File: src/rtl/mdu_pkg.sv
// rtl/mdu_pkg.sv - shared op codes, FSM states and sizing helpers for the multiply/divide unit
package mdu_pkg;

  typedef enum logic [1:0] {
    MDU_MULTU = 2'b00,
    MDU_MULT  = 2'b01,
    MDU_DIVU  = 2'b10,
    MDU_DIV   = 2'b11
  } mdu_op_e;

  typedef enum logic [1:0] {
    IDLE = 2'd0,
    CALC = 2'd1,
    FIX  = 2'd2
  } mdu_state_e;

  localparam int MDU_WIDTH = 8;

  function automatic int mdu_cnt_w(input int width);
    return (width > 2) ? $clog2(width) : 1;
  endfunction

endpackage

File: src/rtl/mdu_negate.sv
// rtl/mdu_negate.sv - conditional two's-complement negate, modulo 2^WIDTH
module mdu_negate #(
  parameter int WIDTH = 8
) (
  input  logic [WIDTH-1:0] in,
  input  logic             neg,
  output logic [WIDTH-1:0] out
);

  assign out = neg ? (~in + WIDTH'(1)) : in;

endmodule

File: src/rtl/mult_div_unit.sv
// rtl/mult_div_unit.sv - iterative multiply/divide unit with private HI/LO result registers
module mult_div_unit
  import mdu_pkg::*;
#(
  parameter int WIDTH = MDU_WIDTH
) (
  input  logic             clk,
  input  logic             rst,
  input  logic             start,
  input  logic [1:0]       op,
  input  logic [WIDTH-1:0] src_a,
  input  logic [WIDTH-1:0] src_b,
  output logic             busy,
  output logic             done,
  output logic             div_by_zero,
  output logic [WIDTH-1:0] hi,
  output logic [WIDTH-1:0] lo
);

  localparam int             CNT_W = mdu_cnt_w(WIDTH);
  localparam logic [CNT_W-1:0] LAST = CNT_W'(WIDTH - 1);

  mdu_state_e         state, state_nxt;
  logic [CNT_W-1:0]   cnt;
  mdu_op_e            op_q;
  logic               sign_a, sign_b, dz_q;
  logic [WIDTH-1:0]   a_raw, b_mag_q;
  logic [2*WIDTH-1:0] acc;
  logic [WIDTH:0]     rem;

  logic               is_mul;
  logic [WIDTH-1:0]   a_mag, b_mag;
  logic [WIDTH-1:0]   addend;
  logic [WIDTH:0]     add_sum;
  logic               sub_ok;
  logic [WIDTH-1:0]   sub_diff, rem_keep;
  logic [2*WIDTH-1:0] prod_fix;
  logic [WIDTH-1:0]   quo_fix, rem_fix;

  assign is_mul = (op_q == MDU_MULTU) || (op_q == MDU_MULT);
  assign busy   = (state != IDLE);

  mdu_negate #(.WIDTH(WIDTH)) u_neg_a (
    .in(src_a), .neg(op[0] & src_a[WIDTH-1]), .out(a_mag)
  );
  mdu_negate #(.WIDTH(WIDTH)) u_neg_b (
    .in(src_b), .neg(op[0] & src_b[WIDTH-1]), .out(b_mag)
  );

  // Multiply: acc = {partial product, remaining multiplier bits}.
  assign addend  = acc[0] ? b_mag_q : '0;
  assign add_sum = {1'b0, acc[2*WIDTH-1:WIDTH]} + {1'b0, addend};

  // Divide: rem already holds the next dividend bit in its LSB; acc low half collects the quotient.
  assign sub_ok   = (rem >= {1'b0, b_mag_q});
  assign sub_diff = rem[WIDTH-1:0] - b_mag_q;
  assign rem_keep = sub_ok ? sub_diff : rem[WIDTH-1:0];

  mdu_negate #(.WIDTH(2*WIDTH)) u_neg_prod (
    .in(acc), .neg(sign_a ^ sign_b), .out(prod_fix)
  );
  mdu_negate #(.WIDTH(WIDTH)) u_neg_quo (
    .in(acc[WIDTH-1:0]), .neg(sign_a ^ sign_b), .out(quo_fix)
  );
  mdu_negate #(.WIDTH(WIDTH)) u_neg_rem (
    .in(rem[WIDTH:1]), .neg(sign_a), .out(rem_fix)
  );

  always_ff @(posedge clk or posedge rst) begin
    if (rst) state <= IDLE;
    else     state <= state_nxt;
  end

  always_comb begin
    state_nxt = state;
    case (state)
      IDLE:    if (start) state_nxt = CALC;
      CALC:    if (cnt == LAST) state_nxt = FIX;
      FIX:     state_nxt = IDLE;
      default: state_nxt = IDLE;
    endcase
  end

  always_ff @(posedge clk or posedge rst) begin
    if (rst) begin
      cnt         <= '0;
      op_q        <= MDU_MULTU;
      sign_a      <= 1'b0;
      sign_b      <= 1'b0;
      dz_q        <= 1'b0;
      a_raw       <= '0;
      b_mag_q     <= '0;
      acc         <= '0;
      rem         <= '0;
      done        <= 1'b0;
      div_by_zero <= 1'b0;
      hi          <= '0;
      lo          <= '0;
    end else begin
      done        <= 1'b0;
      div_by_zero <= 1'b0;
      case (state)
        IDLE: begin
          if (start) begin
            cnt     <= '0;
            op_q    <= mdu_op_e'(op);
            sign_a  <= op[0] & src_a[WIDTH-1];
            sign_b  <= op[0] & src_b[WIDTH-1];
            dz_q    <= op[1] & (src_b == '0);
            a_raw   <= src_a;
            b_mag_q <= b_mag;
            if (op[1]) begin
              acc <= {{WIDTH{1'b0}}, a_mag[WIDTH-2:0], 1'b0};
              rem <= {{WIDTH{1'b0}}, a_mag[WIDTH-1]};
            end else begin
              acc <= {{WIDTH{1'b0}}, a_mag};
              rem <= '0;
            end
          end
        end
        CALC: begin
          cnt <= cnt + CNT_W'(1);
          if (is_mul) begin
            acc <= {add_sum, acc[WIDTH-1:1]};
          end else begin
            acc[WIDTH-1:0] <= {acc[WIDTH-2:0], sub_ok};
            rem            <= {rem_keep, acc[WIDTH-1]};
          end
        end
        FIX: begin
          done <= 1'b1;
          if (is_mul) begin
            hi <= prod_fix[2*WIDTH-1:WIDTH];
            lo <= prod_fix[WIDTH-1:0];
          end else if (dz_q) begin
            hi          <= a_raw;
            lo          <= '1;
            div_by_zero <= 1'b1;
          end else begin
            hi <= rem_fix;
            lo <= quo_fix;
          end
        end
        default: ;
      endcase
    end
  end

endmodule

File: config.mk
export PLATFORM = sky130hd
export DESIGN_NAME = mult_div_unit
export DESIGN_NICKNAME = d
export VERILOG_FILES = /design/src/rtl/mdu_pkg.sv /design/src/rtl/mdu_negate.sv /design/src/rtl/mult_div_unit.sv
export SDC_FILE = /design/constraint.sdc
export NUM_CORES = 1
export LEC_CHECK = 0
export ABC_AREA = 0
export CORE_UTILIZATION = 50
export CTS_BUF_LIST = sky130_fd_sc_hd__clkbuf_8
export DETAILED_ROUTE_END_ITERATION = 8
export GPL_ROUTABILITY_DRIVEN = 0
export GPL_TIMING_DRIVEN = 0
export PLACE_DENSITY_LB_ADDON = 0.15
export SLEW_MARGIN = 20
export SYNTH_ARGS = -nofsm -noshare
export SYNTH_HDL_FRONTEND = slang
export SYNTH_SLANG_ARGS = --single-unit
File: constraint.sdc
create_clock -name clk -period 4 [get_ports clk]
set_clock_uncertainty 0.15 [all_clocks]
set_input_delay 0.8 -clock clk [delete_from_list [all_inputs] [get_ports clk]]
set_output_delay 0.8 -clock clk [all_outputs]
set_load 0.02 [all_outputs]
# Word-level counts from Yosys, hierarchy flattened
# Cells that the tools add are included.
dict set report classes {
  n_addsub 8
  magnitude_cmp 1
  eq_ne 8
  n_mux 29
  bitwise 9
  n_reduce_logical 11
}
# op n
set ops {}
lappend ops {{$mux 8} 13}
lappend ops {{$add 8x1->8 const B} 4}
lappend ops {{$mux 16} 2}
lappend ops {{$not 8->8} 4}
lappend ops {{$pmux 16 s2} 1}
lappend ops {{$mux 9} 2}
lappend ops {{$pmux 9 s2} 1}
lappend ops {{$add 16x1->16 const B} 1}
lappend ops {{$not 16->16} 1}
lappend ops {{$add 8x8->9} 1}
lappend ops {{$ge 9x8->1} 1}
lappend ops {{$logic_not 8->1} 1}
lappend ops {{$ne 2x2->1 const B} 4}
lappend ops {{$sub 8x8->8} 1}
lappend ops {{$pmux 3 s2} 1}
lappend ops {{$reduce_and 2->1} 3}
lappend ops {{$reduce_and 3->1} 2}
lappend ops {{$mux 1} 5}
lappend ops {{$eq 2x1->1 const B} 2}
lappend ops {{$logic_not 2->1} 2}
lappend ops {{$mux 2} 2}
lappend ops {{$pmux 2 s2} 1}
lappend ops {{$reduce_bool 2->1} 2}
lappend ops {{$add 3x1->3 const B} 1}
lappend ops {{6 further kinds} 8}
dict set report totals {
  regBits 69
  inputBits 21
}

# Longest topological paths before layout
# Gate-level depths: netlist of run 1.
dict set report logic_depth {
  word_depth 6
  depth_mapped 10
  depth_no_buf 10
}

# Hierarchy
# A second synthesis of run 1 with hierarchy kept.
dict set report hier_totals {
  cells_unflattened 559
  hier_area_um2 4921.0
}
# module n_inst cells_per_inst area_each_um2
set by_module_without_submodules {}
lappend by_module_without_submodules {mult_div_unit 1 428 3902.5}
lappend by_module_without_submodules {{mdu_negate (u_neg_a ...)} 4 21 171.4}
lappend by_module_without_submodules {{mdu_negate (u_neg_prod)} 1 47 332.8}

# Worst setup path after synthesis of run 1
# OpenSTA, ideal clock, no wires.
dict set report synth_path {
  kind {register to register}
  from {register rem[1]}
  to {register rem[2]}
  t_arrival_ps 1887
  slack_ps 1835
  path_stages_with_launch 8
  path_buffers 0
  cell_sequence {dfrtp_1 -> ha_1 -> nor2b_1 -> o31a_1 -> o21a_1 -> o32ai_4 -> mux2i_1 -> o21ai_1}
}
dict set report synth_between {
  elab_chain_len 4
}
# item line_no
set synth_rtl {}
lappend synth_rtl {{from (decl)} mult_div_unit.sv:29} ;# logic [WIDTH:0] rem;
lappend synth_rtl {{from (signal assigned)} mult_div_unit.sv:114} ;# rem <= {{WIDTH{1'b0}}, a_mag[WIDTH-1]};
lappend synth_rtl {{from (signal assigned)} mult_div_unit.sv:127} ;# rem <= {rem_keep, acc[WIDTH-1]};
lappend synth_rtl {{$sub 8x8->8 / $ge 9x8->1 (equally long branches)} {mult_div_unit.sv:56, mult_div_unit.sv:55}}
lappend synth_rtl {{$mux 8 (*)} mult_div_unit.sv:57} ;# assign rem_keep = sub_ok ? sub_diff : rem[WIDTH-1:0];
lappend synth_rtl {{$mux 9 (*)} mult_div_unit.sv:123} ;# if (is_mul) begin
lappend synth_rtl {{$pmux 9 s2 (*)} mult_div_unit.sv:102} ;# case (state)
# Mark *: on every way between the ends. The rest lies on a longest branch, timed or not. The select of a mux whose other input is x is not followed.
# A chain may end at the register's enable or synchronous reset.

# Final worst setup path of run 1
dict set report layout_path {
  from {input src_a[0]}
  to {register acc[2]}
}
dict set report layout_between {
  elab_chain_len 6
}
# item line_no
set layout_rtl {}
lappend layout_rtl {{from (decl)} mult_div_unit.sv:11} ;# input logic [WIDTH-1:0] src_a,
lappend layout_rtl {{$not 8->8} mdu_negate.sv:10} ;# assign out = neg ? (~in + WIDTH'(1)) : in;
lappend layout_rtl {{$add 8x1->8} mdu_negate.sv:10}
lappend layout_rtl {{$mux 8} mdu_negate.sv:10}
lappend layout_rtl {{$mux 8} mult_div_unit.sv:112} ;# if (op[1]) begin
lappend layout_rtl {{$mux 16} mult_div_unit.sv:104} ;# if (start) begin
lappend layout_rtl {{$pmux 16 s2} mult_div_unit.sv:102}
lappend layout_rtl {{to (signal assigned)} mult_div_unit.sv:113} ;# acc <= {{WIDTH{1'b0}}, a_mag[WIDTH-2:0], 1'b0};
lappend layout_rtl {{to (signal assigned)} mult_div_unit.sv:116} ;# acc <= {{WIDTH{1'b0}}, a_mag};
lappend layout_rtl {{to (signal assigned)} mult_div_unit.sv:124} ;# acc <= {add_sum, acc[WIDTH-1:1]};
lappend layout_rtl {{to (decl)} mult_div_unit.sv:28} ;# logic [2*WIDTH-1:0] acc;
# Every way passes these cells. The select of a mux whose other input is x is not followed.

==> tab_implementation.tex, run 1 <==
\begin{tabular}{lr}
\hline
Metric & Value \\
\hline
\multicolumn{2}{l}{\textbf{Route}} \\
Vias & 3860 \\
Post-DR vias/cell & 5.70 \\
Aggregate routed wire length & 10800 µm \\
WL/cell & 16.0 µm \\
DR iter-0 viols & 261 \\
Count of unresolved DRC violations after routing & 0 \\
Antenna Nets Post-Route & 0 \\
Pre-antenna DRT Iters & 4 \\
\multicolumn{2}{l}{\textbf{Timing}} \\
Unrepaired setup endpoints after global routing & no \\
Fin crit share & 0.630 \\
Hold violation total from the final report & 0 \\
Final Hold Slack & 0.331 ns \\
Maximum clock rate & 397 MHz \\
Relative slew margins & 0.452 \\
Min cycle time layout & 2.52 ns \\
Setup-violating endpoint count in the final report & 0 \\
Setup Total Neg Slack & 0 ns \\
Number of pins with negative max-slew slack in the final report & 0 \\
Slew @ Worst Pin & 0.822 ns \\
\multicolumn{2}{l}{\textbf{Synthesis}} \\
Portion of the post-synthesis area used by sequential elements & 0.384 \\
Ranking of synthesized cells by instance count & sky130\_fd\_sc\_hd\_\_nand2\_1 (71), sky130\_fd\_sc\_hd\_\_dfrtp\_1 (68), sky130\_fd\_sc\_hd\_\_nor2\_1 (46), sky130\_fd\_sc\_hd\_\_o21ai\_0 (46), sky130\_fd\_sc\_hd\_\_a21oi\_1 (33) \\
Biggest area consumer among synthesized cells & sky130\_fd\_sc\_hd\_\_dfrtp\_1 \\
Post-synth EDFFs & 0 \\
YS warnings & 0 \\
Cell with the most instances after synthesis & sky130\_fd\_sc\_hd\_\_nand2\_1 \\
Dominant register cell in the synthesized netlist & sky130\_fd\_sc\_hd\_\_dfrtp\_1 \\
Biggest area contributors in the synthesized netlist & sky130\_fd\_sc\_hd\_\_dfrtp\_1 (38\%), sky130\_fd\_sc\_hd\_\_ha\_1 (6.2\%), sky130\_fd\_sc\_hd\_\_nand2\_1 (6.0\%) \\
Post-synthesis register bit count & 68 \\
Number of nets in the synthesized netlist & 558 \\
Post-synth top area share & 0.384 \\
Post-synthesis area per instance & 8.65 µm² \\
Synth cell types & 56 \\
Post-Syn Instances & 513 \\
Share of flip-flops with an asynchronous set or reset & 1.00 \\
Post-Synthesis Cell Area & 4440 µm² \\
\multicolumn{2}{l}{\textbf{Floorplan}} \\
Number of placement rows & 34 \\
Number of primary I/O pins & 40 \\
Die outline width & 96.2 µm \\
Core Region & 8640 µm² \\
Die Area & 9250 µm² \\
Initial Util & 0.514 \\
Floorplan die height & 96.2 µm \\
\multicolumn{2}{l}{\textbf{Run}} \\
Maxcap violations & 0 \\
\multicolumn{2}{l}{\textbf{Worst setup path}} \\
Worst endpoint required time & 4.13 ns \\
Type of the setup path with the least slack & input port to register \\
Type of origin of the critical path & input port \\
Element type at the critical path end & register \\
Worst path max stage delay & 0.53 ns \\
Most frequent CP cell & sky130\_fd\_sc\_hd\_\_a211oi\_1 \\
Worst-path maximum fanout & 4 \\
Crit path cell chain & clkdlybuf4s50\_1 -> inv\_1 -> ha\_1 -> nand3b\_1 -> xnor2\_1 -> nor2\_1 -> a211oi\_1 -> a211oi\_1 -> a21oi\_1 \\
CP bufs+invs & 2 \\
Worst path arrival time & 2.66 ns \\
Slowest stage cell on the critical path & sky130\_fd\_sc\_hd\_\_clkdlybuf4s50\_1 \\
Gate family responsible for the most delay along the worst path & buffers and inverters \\
\multicolumn{2}{l}{\textbf{Clock tree}} \\
Clk Latency, worst-skew pair & 0.35 ns \\
TritonCTS clock tree & done \\
Number of buffers inserted to repair setup after CTS & 0 \\
Master cell of the clock root buffer & sky130\_fd\_sc\_hd\_\_clkbuf\_8 \\
Deepest clock path buffer count & 2 \\
PostCTS Resize Cnt & 0 \\
Clock slew at reported path FFs & 0.08 ns \\
TritonCTS buffer count & 9 \\
Quantity of hold-fixing buffers added after cts & 0 \\
Clk sinks & 68 \\
Clock H-tree levels & 3 \\
\multicolumn{2}{l}{\textbf{Finish}} \\
Filler instances & 782 \\
Layout cells sized above 1 & 0.0598 \\
Area occupied by multi-input gates & 2520 µm² \\
Number of diodes added for antenna fixing & 0 \\
Footprint of the flip-flops and latches & 1700 µm² \\
Area overhead of the layout relative to synthesis & 18.5\% \\
\# nets final & 609 \\
\multicolumn{2}{l}{\textbf{Global route}} \\
Global-route wire length before repair & 17900 µm \\
Remaining Overflow, GRT & 0 \\
Number of global-route vias before repair & 3563 \\
Maximum number of pins on one net before global-route repair & 42 \\
All-Layer GR Usage & 0.258 \\
Antenna violations before repair & 0 \\
\multicolumn{2}{l}{\textbf{Power}} \\
Static Leak & 2.31 nW \\
Max VDD drop & 0.000265 V \\
Power density over the cells & 850 nW/µm² \\
\multicolumn{2}{l}{\textbf{Place}} \\
Number of input and output port buffers inserted & 39 \\
HPWL reported at the end of detailed placement & 8270 µm \\
\multicolumn{2}{l}{\textbf{Outcome}} \\
Run status & completed \\
\multicolumn{2}{l}{\textbf{Min path}} \\
Worst hold path class & register to register \\
\hline
\end{tabular}
## path summary, 6_finish.rpt
kind,cells after the start,end,from,slack (ns)
min,2,b_mag_q[6],b_mag_q[6],0.33
max reg2reg,9,acc[15],acc[0],1.50
min in group asynchronous,2,lo[3],rst,0.62
min reg2reg,2,b_mag_q[6],b_mag_q[6],0.33
max,9,acc[2],src_a[0],1.48
max in group asynchronous,3,rem[2],rst,2.53
## layout make-up
type	count	area share
sequential	68	0.324
buffer	23	0.0205
clock buffer	10	0.0262
clock inverter	6	0.0257
inverter	28	0.0205
timing repair buffer	40	0.0781
multi-input combinational	394	0.480
tap	108	0.0257
## registers in the layout, indices dropped and copies added, names as in the netlist
register / flops
rem: 9
done: 1
sign_a: 1
state: 2
b_mag_q: 8
div_by_zero: 1
hi: 8
sign_b: 1
op_q: 1
acc: 16
a_raw: 8
dz_q: 1
lo: 8
cnt: 3
## kinds of logic after synthesis
family          after synthesis  share of synthesized area
flops                        68                      0.384
simple gates                167                      0.168
buf+inv                      51                     0.0479
xor+xnor                     39                     0.0770
fa+ha+maj                    24                     0.0711
mux                          23                     0.0525
compound gates              141                      0.200
## worst register-to-register path, cell delays in order, from the launching register on
cell and delay, ns:
sky130_fd_sc_hd__dfrtp_1 0.45, sky130_fd_sc_hd__clkinv_1 0.30, sky130_fd_sc_hd__nor2_1 0.18, sky130_fd_sc_hd__ha_1 0.28
sky130_fd_sc_hd__nor2b_1 0.14, sky130_fd_sc_hd__o21ai_0 0.20, sky130_fd_sc_hd__a21oi_1 0.14, sky130_fd_sc_hd__o311a_1 0.33
sky130_fd_sc_hd__o211ai_1 0.16, sky130_fd_sc_hd__nand2_1 0.07
## metal layers
layer,vias up,wire length (µm),GRT usage
li1,1896,-,-
met1,1872,5240,0.358
met2,79,5030,0.409
met3,13,394,0.0490
met4,0,127,0.0709
met5,-,0,0
## power breakdown
part | switching (W) | internal [W] | leakage (nW)
sequential | 0.000253 | 0.000975 | 0.843
combinational | 0.00140 | 0.00106 | 1.34
clock | 0.000276 | 0.000494 | 0.129
total | 0.00193 | 0.00253 | 2.31
## per-stage QoR
step | setup slack [ns] | utilization | total power, W | area (µm²) | cells
detailed placement | 1.12 | 0.577 | 0.00368 | 4980 | 661
CTS | 1.50 | 0.609 | 0.00446 | 5260 | 677
global route | 1.28 | 0.609 | 0.00485 | 5260 | 677
global placement | 0.147 | 0.575 | 0.00360 | 4960 | 660
finish | 1.48 | 0.609 | 0.00447 | 5260 | 677
floorplan | 1.34 | - | 0.00300 | 4440 | 513
## layout by cell type (no fill, tap or decap), drive strengths merged, types with 5 or more instances in the layout
| cell type | instances |
|---|---|
| ha | 22 |
| a211oi | 5 |
| clkdlybuf4s50 | 39 |
| o211ai | 6 |
| nor3 | 11 |
| mux2i | 21 |
| xor2 | 14 |
| a21oi | 33 |
| nand2b | 6 |
| o31ai | 8 |
| or3 | 5 |
| o21ai | 56 |
| nand3 | 7 |
| nor2 | 46 |
| xnor2 | 25 |
| dfrtp | 68 |
| inv | 27 |
| nand2 | 71 |
| clkbuf | 28 |
| buf | 6 |
Note: power is estimated with default switching activity, not from simulation.
==> inputs of run 2 (changes only) <==
clock period = 2.25 ns   (was 4 ns; I/O delays follow)
==> tab_implementation.tex, run 2 (same netlist as run 1, synthesis figures left out) <==
\begin{tabular}{lr}
\hline
Metric & Value \\
\hline
\multicolumn{2}{l}{\textbf{Place}} \\
HPWL reported at the end of detailed placement & 8260 µm (about the same) \\
Area of placed instances & 5010 µm² (+0.43\%) \\
Worst slack, placed & -0.272 ns (-1.39 ns) \\
Number of input and output port buffers inserted & 39 (unchanged) \\
\multicolumn{2}{l}{\textbf{Timing}} \\
Unrepaired setup endpoints after global routing & yes \\
Fin crit share & 0.999 \\
Final WS setup & 0.00242 ns (-1.48 ns) \\
Maximum clock rate & 445 MHz \\
Min cycle time layout & 2.25 ns \\
Hold violation total from the final report & 0 (unchanged) \\
Number of pins with negative max-slew slack in the final report & 0 (unchanged) \\
Setup-violating endpoint count in the final report & 0 (unchanged) \\
Slew @ Worst Pin & 0.800 ns (-0.0221 ns) \\
Relative slew margins & 0.467 (+0.0147) \\
\multicolumn{2}{l}{\textbf{Route}} \\
Antenna Nets Post-Route & 0 (unchanged) \\
Count of unresolved DRC violations after routing & 0 (unchanged) \\
Pre-antenna DRT Iters & 4 (unchanged) \\
Vias & 3868 (+0.21\%) \\
Post-DR vias/cell & 5.62 (-1.4\%) \\
Aggregate routed wire length & 11000 µm (+1.8\%) \\
WL/cell & 16.0 µm (+0.21\%) \\
DR iter-0 viols & 221 (-15\%) \\
\multicolumn{2}{l}{\textbf{Global route}} \\
Number of global-route vias before repair & 3635 (+2.0\%) \\
Remaining Overflow, GRT & 0 (unchanged) \\
Maximum number of pins on one net before global-route repair & 29 (-31\%) \\
Antenna violations before repair & 0 (unchanged) \\
All-Layer GR Usage & 0.255 (-0.00235) \\
Global-route wire length before repair & 17700 µm (-1.1\%) \\
\multicolumn{2}{l}{\textbf{Worst setup path}} \\
Worst path max stage delay & 0.41 ns (-0.12 ns) \\
Element type at the critical path end & register \\
Crit path cell chain & inv\_2 -> ha\_4 -> nor2b\_1 -> o31a\_1 -> o21a\_1 -> o32ai\_4 -> buf\_12 -> mux2i\_2 -> o21ai\_1 \\
Type of the setup path with the least slack & register to register \\
Type of origin of the critical path & register \\
Worst-path maximum fanout & 9 (+5) \\
Worst path arrival time & 2.33 ns (-0.33 ns) \\
Slowest stage cell on the critical path & sky130\_fd\_sc\_hd\_\_dfrtp\_1 \\
Worst endpoint required time & 2.33 ns (-1.80 ns) \\
\multicolumn{2}{l}{\textbf{Floorplan}} \\
Number of primary I/O pins & 40 (unchanged) \\
Number of placement rows & 34 (unchanged) \\
Floorplan die height & 96.2 µm (unchanged) \\
Core Region & 8640 µm² (unchanged) \\
Die outline width & 96.2 µm (unchanged) \\
Die Area & 9250 µm² (unchanged) \\
Initial Util & 0.514 (unchanged) \\
\multicolumn{2}{l}{\textbf{Power}} \\
Max VDD drop & 0.000549 V (+110\%) \\
Power density over the cells & 1510 nW/µm² (+77\%) \\
Static Leak & 2.36 nW (+2.1\%) \\
\multicolumn{2}{l}{\textbf{Finish}} \\
Number of flip-flops in the largest register & 16 (unchanged) \\
Area of all placed cells without fillers & 5430 µm² (+3.4\%) \\
\# nets final & 620 (+1.8\%) \\
Area overhead of the layout relative to synthesis & 22.5\% \\
Register containing the most flip-flops in the final layout & acc \\
Number of diodes added for antenna fixing & 0 (unchanged) \\
Top Registers & acc (16), rem (9) \\
Commonest non-fill, non-tap cell in the layout & sky130\_fd\_sc\_hd\_\_nand2\_1 \\
Layout cells sized above 1 & 0.122 (+0.0627) \\
Top library cells by usage in the layout, fill and taps aside & sky130\_fd\_sc\_hd\_\_nand2\_1 (70), sky130\_fd\_sc\_hd\_\_dfrtp\_1 (65), sky130\_fd\_sc\_hd\_\_nor2\_1 (46) \\
Final core occ & 0.629 (+0.0204) \\
\multicolumn{2}{l}{\textbf{Clock tree}} \\
TritonCTS buffer count & 9 (unchanged) \\
Quantity of hold-fixing buffers added after cts & 0 (unchanged) \\
TritonCTS clock tree & done \\
Clock slew at reported path FFs & 0.09 ns (about the same) \\
Deepest clock path buffer count & 2 (unchanged) \\
Clk sinks & 68 (unchanged) \\
Clock H-tree levels & 3 (unchanged) \\
Clk Latency, worst-skew pair & 0.36 ns (about the same) \\
Master cell of the clock root buffer & sky130\_fd\_sc\_hd\_\_clkbuf\_8 \\
\multicolumn{2}{l}{\textbf{Min path}} \\
Worst hold path class & input port to async pin \\
\multicolumn{2}{l}{\textbf{Run}} \\
Maxcap violations & 0 (unchanged) \\
\multicolumn{2}{l}{\textbf{Outcome}} \\
Run status & completed \\
\hline
\end{tabular}
[run 2: where the power goes]
group,internal [W],total [W],switching [W]
logic,0.00215,0.00478,0.00262
clock network,0.000732,0.00124,0.000507
registers,0.00174,0.00218,0.000442
total,0.00462,0.00819,0.00357
[run 2: critical path: cells and delay by family (launching register included)]
kind,cells,cell delay [ns]
compound gates,4,0.73
flops,1,0.41
buf+inv,2,0.28
fa+ha+maj,1,0.21
mux,1,0.20
simple gates,1,0.14
[run 2: cell type report]
cell class | instances | area, µm²
Timing Repair Buffer | 51 | 518
Clock inverter | 7 | 115
Sequential cell | 68 | 1710
Clock buffer | 9 | 124
Tap cell | 108 | 135
Inverter | 28 | 114
Fill cell | 727 | 3200
Multi-Input combinational cell | 394 | 2610
Buffer | 23 | 109
[run 2: metrics by stage]
stage                     TNS [ns]  hold slack (ns)  cells  power [W]
after floorplan                  0            0.294    513    0.00533
after global placement       -5.08            0.312    660    0.00640
after detailed placement     -5.34            0.320    662    0.00652
after CTS                        0            0.296    685    0.00798
after global routing        -0.883            0.323    688    0.00887
final                            0            0.280    688    0.00819
[run 2: path summary, 6_finish.rpt]
kind / startpoint / end / slack (ns) / depth (start not counted)
max in group asynchronous: rst / rem[2] / 1.17 / 3
min in group clk: hi[4] / hi[4] / 0.33 / 2
hold reg to reg: hi[4] / hi[4] / 0.33 / 2
setup / recovery: b_mag_q[1] / rem[3] / 0.002 / 9
setup reg to reg: b_mag_q[1] / rem[3] / 0.002 / 9
hold / removal: rst / lo[2] / 0.28 / 2
[run 2: repair_timing]
item | in CTS | in global routing
setup endpoints to repair | 14 | 20
hold endpoints to repair | 0 | 0
pin swaps | 5 | 12
setup buffers | 7 | 3
gates resized for setup | 8 | 27
[run 2: per-layer routing]
| layer | part of all wire | GRT usage | up-vias |
|---|---|---|---|
| met4 | 0.014 | 0.0970 | 0 |
| met2 | 0.47 | 0.405 | 78 |
| met3 | 0.038 | 0.0316 | 14 |
| met5 | 0 | 0 | - |
| met1 | 0.47 | 0.355 | 1869 |
| li1 | - | - | 1907 |
==> inputs of run 3 (changes only) <==
ABC_AREA = 1   (was 0)
==> tab_implementation.tex, run 3 <==
\begin{tabular}{lr}
\hline
Metric & Value \\
\hline
\multicolumn{2}{l}{\textbf{Power}} \\
Switching share of power & 0.489 (+0.0531) \\
Clock Power Share & 0.136 (-0.015) \\
Power density over the cells & 1570 nW/µm² (+4.3\%) \\
Comb pwr share & 0.596 (+0.013) \\
Max VDD drop & 0.000575 V (+4.7\%) \\
Power Internal & 0.00433 W (-6.5\%) \\
Sequential share of power & 0.268 (+0.002) \\
Static Leak & 2.67 nW (+13\%) \\
P\_sw & 0.00414 W (+16\%) \\
Pwr Total & 0.00846 W (+3.3\%) \\
\multicolumn{2}{l}{\textbf{Synthesis}} \\
Dominant register cell in the synthesized netlist & sky130\_fd\_sc\_hd\_\_dfrtp\_1 \\
Portion of the post-synthesis area used by sequential elements & 0.373 (-0.0104) \\
Biggest area contributors in the synthesized netlist & sky130\_fd\_sc\_hd\_\_dfrtp\_1 (37\%), sky130\_fd\_sc\_hd\_\_nand2\_1 (13\%), sky130\_fd\_sc\_hd\_\_nand3\_1 (7.0\%) \\
Synth cell types & 39 (-30\%) \\
Ranking of synthesized cells by instance count & sky130\_fd\_sc\_hd\_\_nand2\_1 (157), sky130\_fd\_sc\_hd\_\_inv\_1 (80), sky130\_fd\_sc\_hd\_\_dfrtp\_1 (68) \\
Post-synthesis area per instance & 7.13 µm² (-18\%) \\
Post-Synthesis Cell Area & 4560 µm² (+2.8\%) \\
Biggest area consumer among synthesized cells & sky130\_fd\_sc\_hd\_\_dfrtp\_1 \\
Cell with the most instances after synthesis & sky130\_fd\_sc\_hd\_\_nand2\_1 \\
Share of flip-flops with an asynchronous set or reset & 1.00 (unchanged) \\
Post-synth top area share & 0.373 (-0.0104) \\
Post-Syn Instances & 640 (+25\%) \\
Post-synthesis register bit count & 68 (unchanged) \\
YS warnings & 0 (unchanged) \\
Number of nets in the synthesized netlist & 685 (+23\%) \\
Post-synth EDFFs & 0 (unchanged) \\
\multicolumn{2}{l}{\textbf{Clock tree}} \\
Clock H-tree levels & 3 (unchanged) \\
TritonCTS clock tree & done \\
Clk Latency, worst-skew pair & 0.35 ns (about the same) \\
Clock slew at reported path FFs & 0.09 ns (about the same) \\
Master cell of the clock root buffer & sky130\_fd\_sc\_hd\_\_clkbuf\_8 \\
TritonCTS buffer count & 9 (unchanged) \\
Deepest clock path buffer count & 2 (unchanged) \\
Quantity of hold-fixing buffers added after cts & 0 (unchanged) \\
Clk sinks & 68 (unchanged) \\
\multicolumn{2}{l}{\textbf{Worst setup path}} \\
Type of origin of the critical path & register \\
Worst path arrival time & 2.24 ns (-0.09 ns) \\
RR Endpoint & acc[15] \\
Worst endpoint required time & 2.37 ns (+0.04 ns) \\
Worst reg2reg path startpoint & acc[0] \\
Worst-path maximum fanout & 10 (+1) \\
Setup slack on the worst flop-to-flop path & 0.13 ns (+0.12 ns) \\
Element type at the critical path end & register \\
Type of the setup path with the least slack & register to register \\
Reg2Reg Depth & 13 (+4) \\
\multicolumn{2}{l}{\textbf{Route}} \\
Count of unresolved DRC violations after routing & 0 (unchanged) \\
Pre-antenna DRT Iters & 5 (+1) \\
Post-DR vias/cell & 5.56 (-1.1\%) \\
DR iter-0 viols & 387 (+75\%) \\
Antenna Nets Post-Route & 0 (unchanged) \\
WL/cell & 14.8 µm (-7.7\%) \\
Vias & 4477 (+16\%) \\
Aggregate routed wire length & 11900 µm (+8.0\%) \\
\multicolumn{2}{l}{\textbf{Finish}} \\
Commonest non-fill, non-tap cell in the layout & sky130\_fd\_sc\_hd\_\_nand2\_1 \\
Register containing the most flip-flops in the final layout & acc \\
Area overhead of the layout relative to synthesis & 18.0\% \\
\# nets final & 737 (+19\%) \\
Area of all placed cells without fillers & 5380 µm² (-0.99\%) \\
Number of diodes added for antenna fixing & 0 (unchanged) \\
Top Registers & acc (16), rem (9) \\
Layout cells sized above 1 & 0.0646 (-0.0579) \\
Top library cells by usage in the layout, fill and taps aside & sky130\_fd\_sc\_hd\_\_nand2\_1 (156), sky130\_fd\_sc\_hd\_\_inv\_1 (79), sky130\_fd\_sc\_hd\_\_dfrtp\_1 (68) \\
Filler instances & 828 (+14\%) \\
Number of flip-flops in the largest register & 16 (unchanged) \\
\multicolumn{2}{l}{\textbf{Timing}} \\
Number of pins with negative max-slew slack in the final report & 0 (unchanged) \\
Hold violation total from the final report & 0 (unchanged) \\
Relative slew margins & 0.534 (+0.0665) \\
Fin crit share & 0.944 (-0.0551) \\
Maximum clock rate & 471 MHz (+5.8\%) \\
Final Hold Slack & 0.302 ns (+0.0219 ns) \\
Slew @ Worst Pin & 0.695 ns (-0.104 ns) \\
Min cycle time layout & 2.12 ns (-0.124 ns) \\
Unrepaired setup endpoints after global routing & no \\
Setup-violating endpoint count in the final report & 0 (unchanged) \\
\multicolumn{2}{l}{\textbf{Floorplan}} \\
Die Area & 9510 µm² (+2.7\%) \\
Die outline width & 97.5 µm (+1.4\%) \\
Number of placement rows & 34 (unchanged) \\
Floorplan die height & 97.5 µm (+1.4\%) \\
Initial Util & 0.520 (+0.00665) \\
Core Region & 8760 µm² (+1.5\%) \\
Number of primary I/O pins & 40 (unchanged) \\
\multicolumn{2}{l}{\textbf{Global route}} \\
Number of global-route vias before repair & 4177 (+15\%) \\
Maximum number of pins on one net before global-route repair & 35 (+21\%) \\
All-Layer GR Usage & 0.261 (+0.00554) \\
Antenna violations before repair & 0 (unchanged) \\
Remaining Overflow, GRT & 0 (unchanged) \\
Global-route wire length before repair & 19800 µm (+12\%) \\
\multicolumn{2}{l}{\textbf{Outcome}} \\
Run status & completed \\
\multicolumn{2}{l}{\textbf{Place}} \\
HPWL reported at the end of detailed placement & 9430 µm (+14\%) \\
Number of input and output port buffers inserted & 39 (unchanged) \\
Area of placed instances & 5140 µm² (+2.6\%) \\
\multicolumn{2}{l}{\textbf{Min path}} \\
Worst hold path class & input port to async pin \\
\multicolumn{2}{l}{\textbf{Run}} \\
Maxcap violations & 0 (unchanged) \\
\hline
\end{tabular}
run 3: layout make-up:
type | instances | area, µm² | area share
multi-input combinational | 464 | 2460 | 0.457
sequential | 68 | 1700 | 0.316
timing repair buffer | 41 | 438 | 0.0814
inverter | 95 | 360 | 0.0670
tap | 108 | 135 | 0.0251
clock buffer | 9 | 124 | 0.0230
clock inverter | 7 | 98.8 | 0.0184
buffer | 13 | 63.8 | 0.0119
run 3: layer usage:
metal / up-vias / share of wire / track usage
met1: 2067 / 0.46 / 0.370
met2: 185 / 0.45 / 0.401
li1: 2200 / - / -
met4: 0 / 0.023 / 0.110
met3: 25 / 0.067 / 0.0345
met5: - / 0 / 0
run 3: cells by family after synthesis:
kind of cell / Yosys count / synth area share
AO/OA/AOI/OAI: 120 / 0.148
XOR/XNOR: 23 / 0.0458
adder cells (fa/ha/maj): 24 / 0.0691
buffers and inverters: 108 / 0.0916
flip-flops: 68 / 0.373
AND/OR/NAND/NOR: 297 / 0.273
run 3: critical path: stages (launching register included):
cell	delay (ns)
sky130_fd_sc_hd__dfrtp_1	0.33
sky130_fd_sc_hd__clkbuf_4	0.20
sky130_fd_sc_hd__nand2_1	0.08
sky130_fd_sc_hd__inv_1	0.06
sky130_fd_sc_hd__ha_1	0.17
sky130_fd_sc_hd__inv_1	0.08
sky130_fd_sc_hd__fa_1	0.44
sky130_fd_sc_hd__inv_1	0.08
sky130_fd_sc_hd__nand2_1	0.05
sky130_fd_sc_hd__o211ai_1	0.11
sky130_fd_sc_hd__nand2_1	0.11
sky130_fd_sc_hd__nand3_1	0.09
sky130_fd_sc_hd__nand2_1	0.05
sky130_fd_sc_hd__o21ai_0	0.06
run 3: what timing repair did:
item                                    in CTS  in global routing
gates resized for setup                      1                  4
endpoints found under the setup margin       1                  4
pin swaps                                    0                  1
setup buffers                                0                  0
run 3: stage by stage:
stage                      TNS, ns  utilization  std cells  setup slack [ns]
after detailed placement   -0.0846        0.586        789           -0.0381
after floorplan                  0            -        640             0.384
after global routing             0        0.614        805           0.00123
after global placement    -0.00272        0.581        787          -0.00272
final                            0        0.614        805             0.126
after CTS                        0        0.612        805            0.0718
run 3: how the worst max path moves through the flow:
stage	from	end	slack, ns	cells past startpoint
after floorplan	b_mag_q[6]	rem[8]	0.38	10
after global placement	rst	state[1]	-0.003	2
after detailed placement	src_a[0]	acc[7]	-0.04	8
after CTS	b_mag_q[6]	rem[8]	0.07	10
after global routing	acc[0]	acc[15]	0.001	13
final	acc[0]	acc[15]	0.13	13
run 3: power by group through the flow:
stage,sequential [W],combinational (W),clock [W]
4_1_cts,0.00225,0.00497,0.00116
3_5_place_dp,0.00227,0.00493,0
6_report,0.00227,0.00505,0.00115
2_1_floorplan,0.00227,0.00355,0
3_3_place_gp,0.00226,0.00481,0
5_1_grt,0.00233,0.00570,0.00121
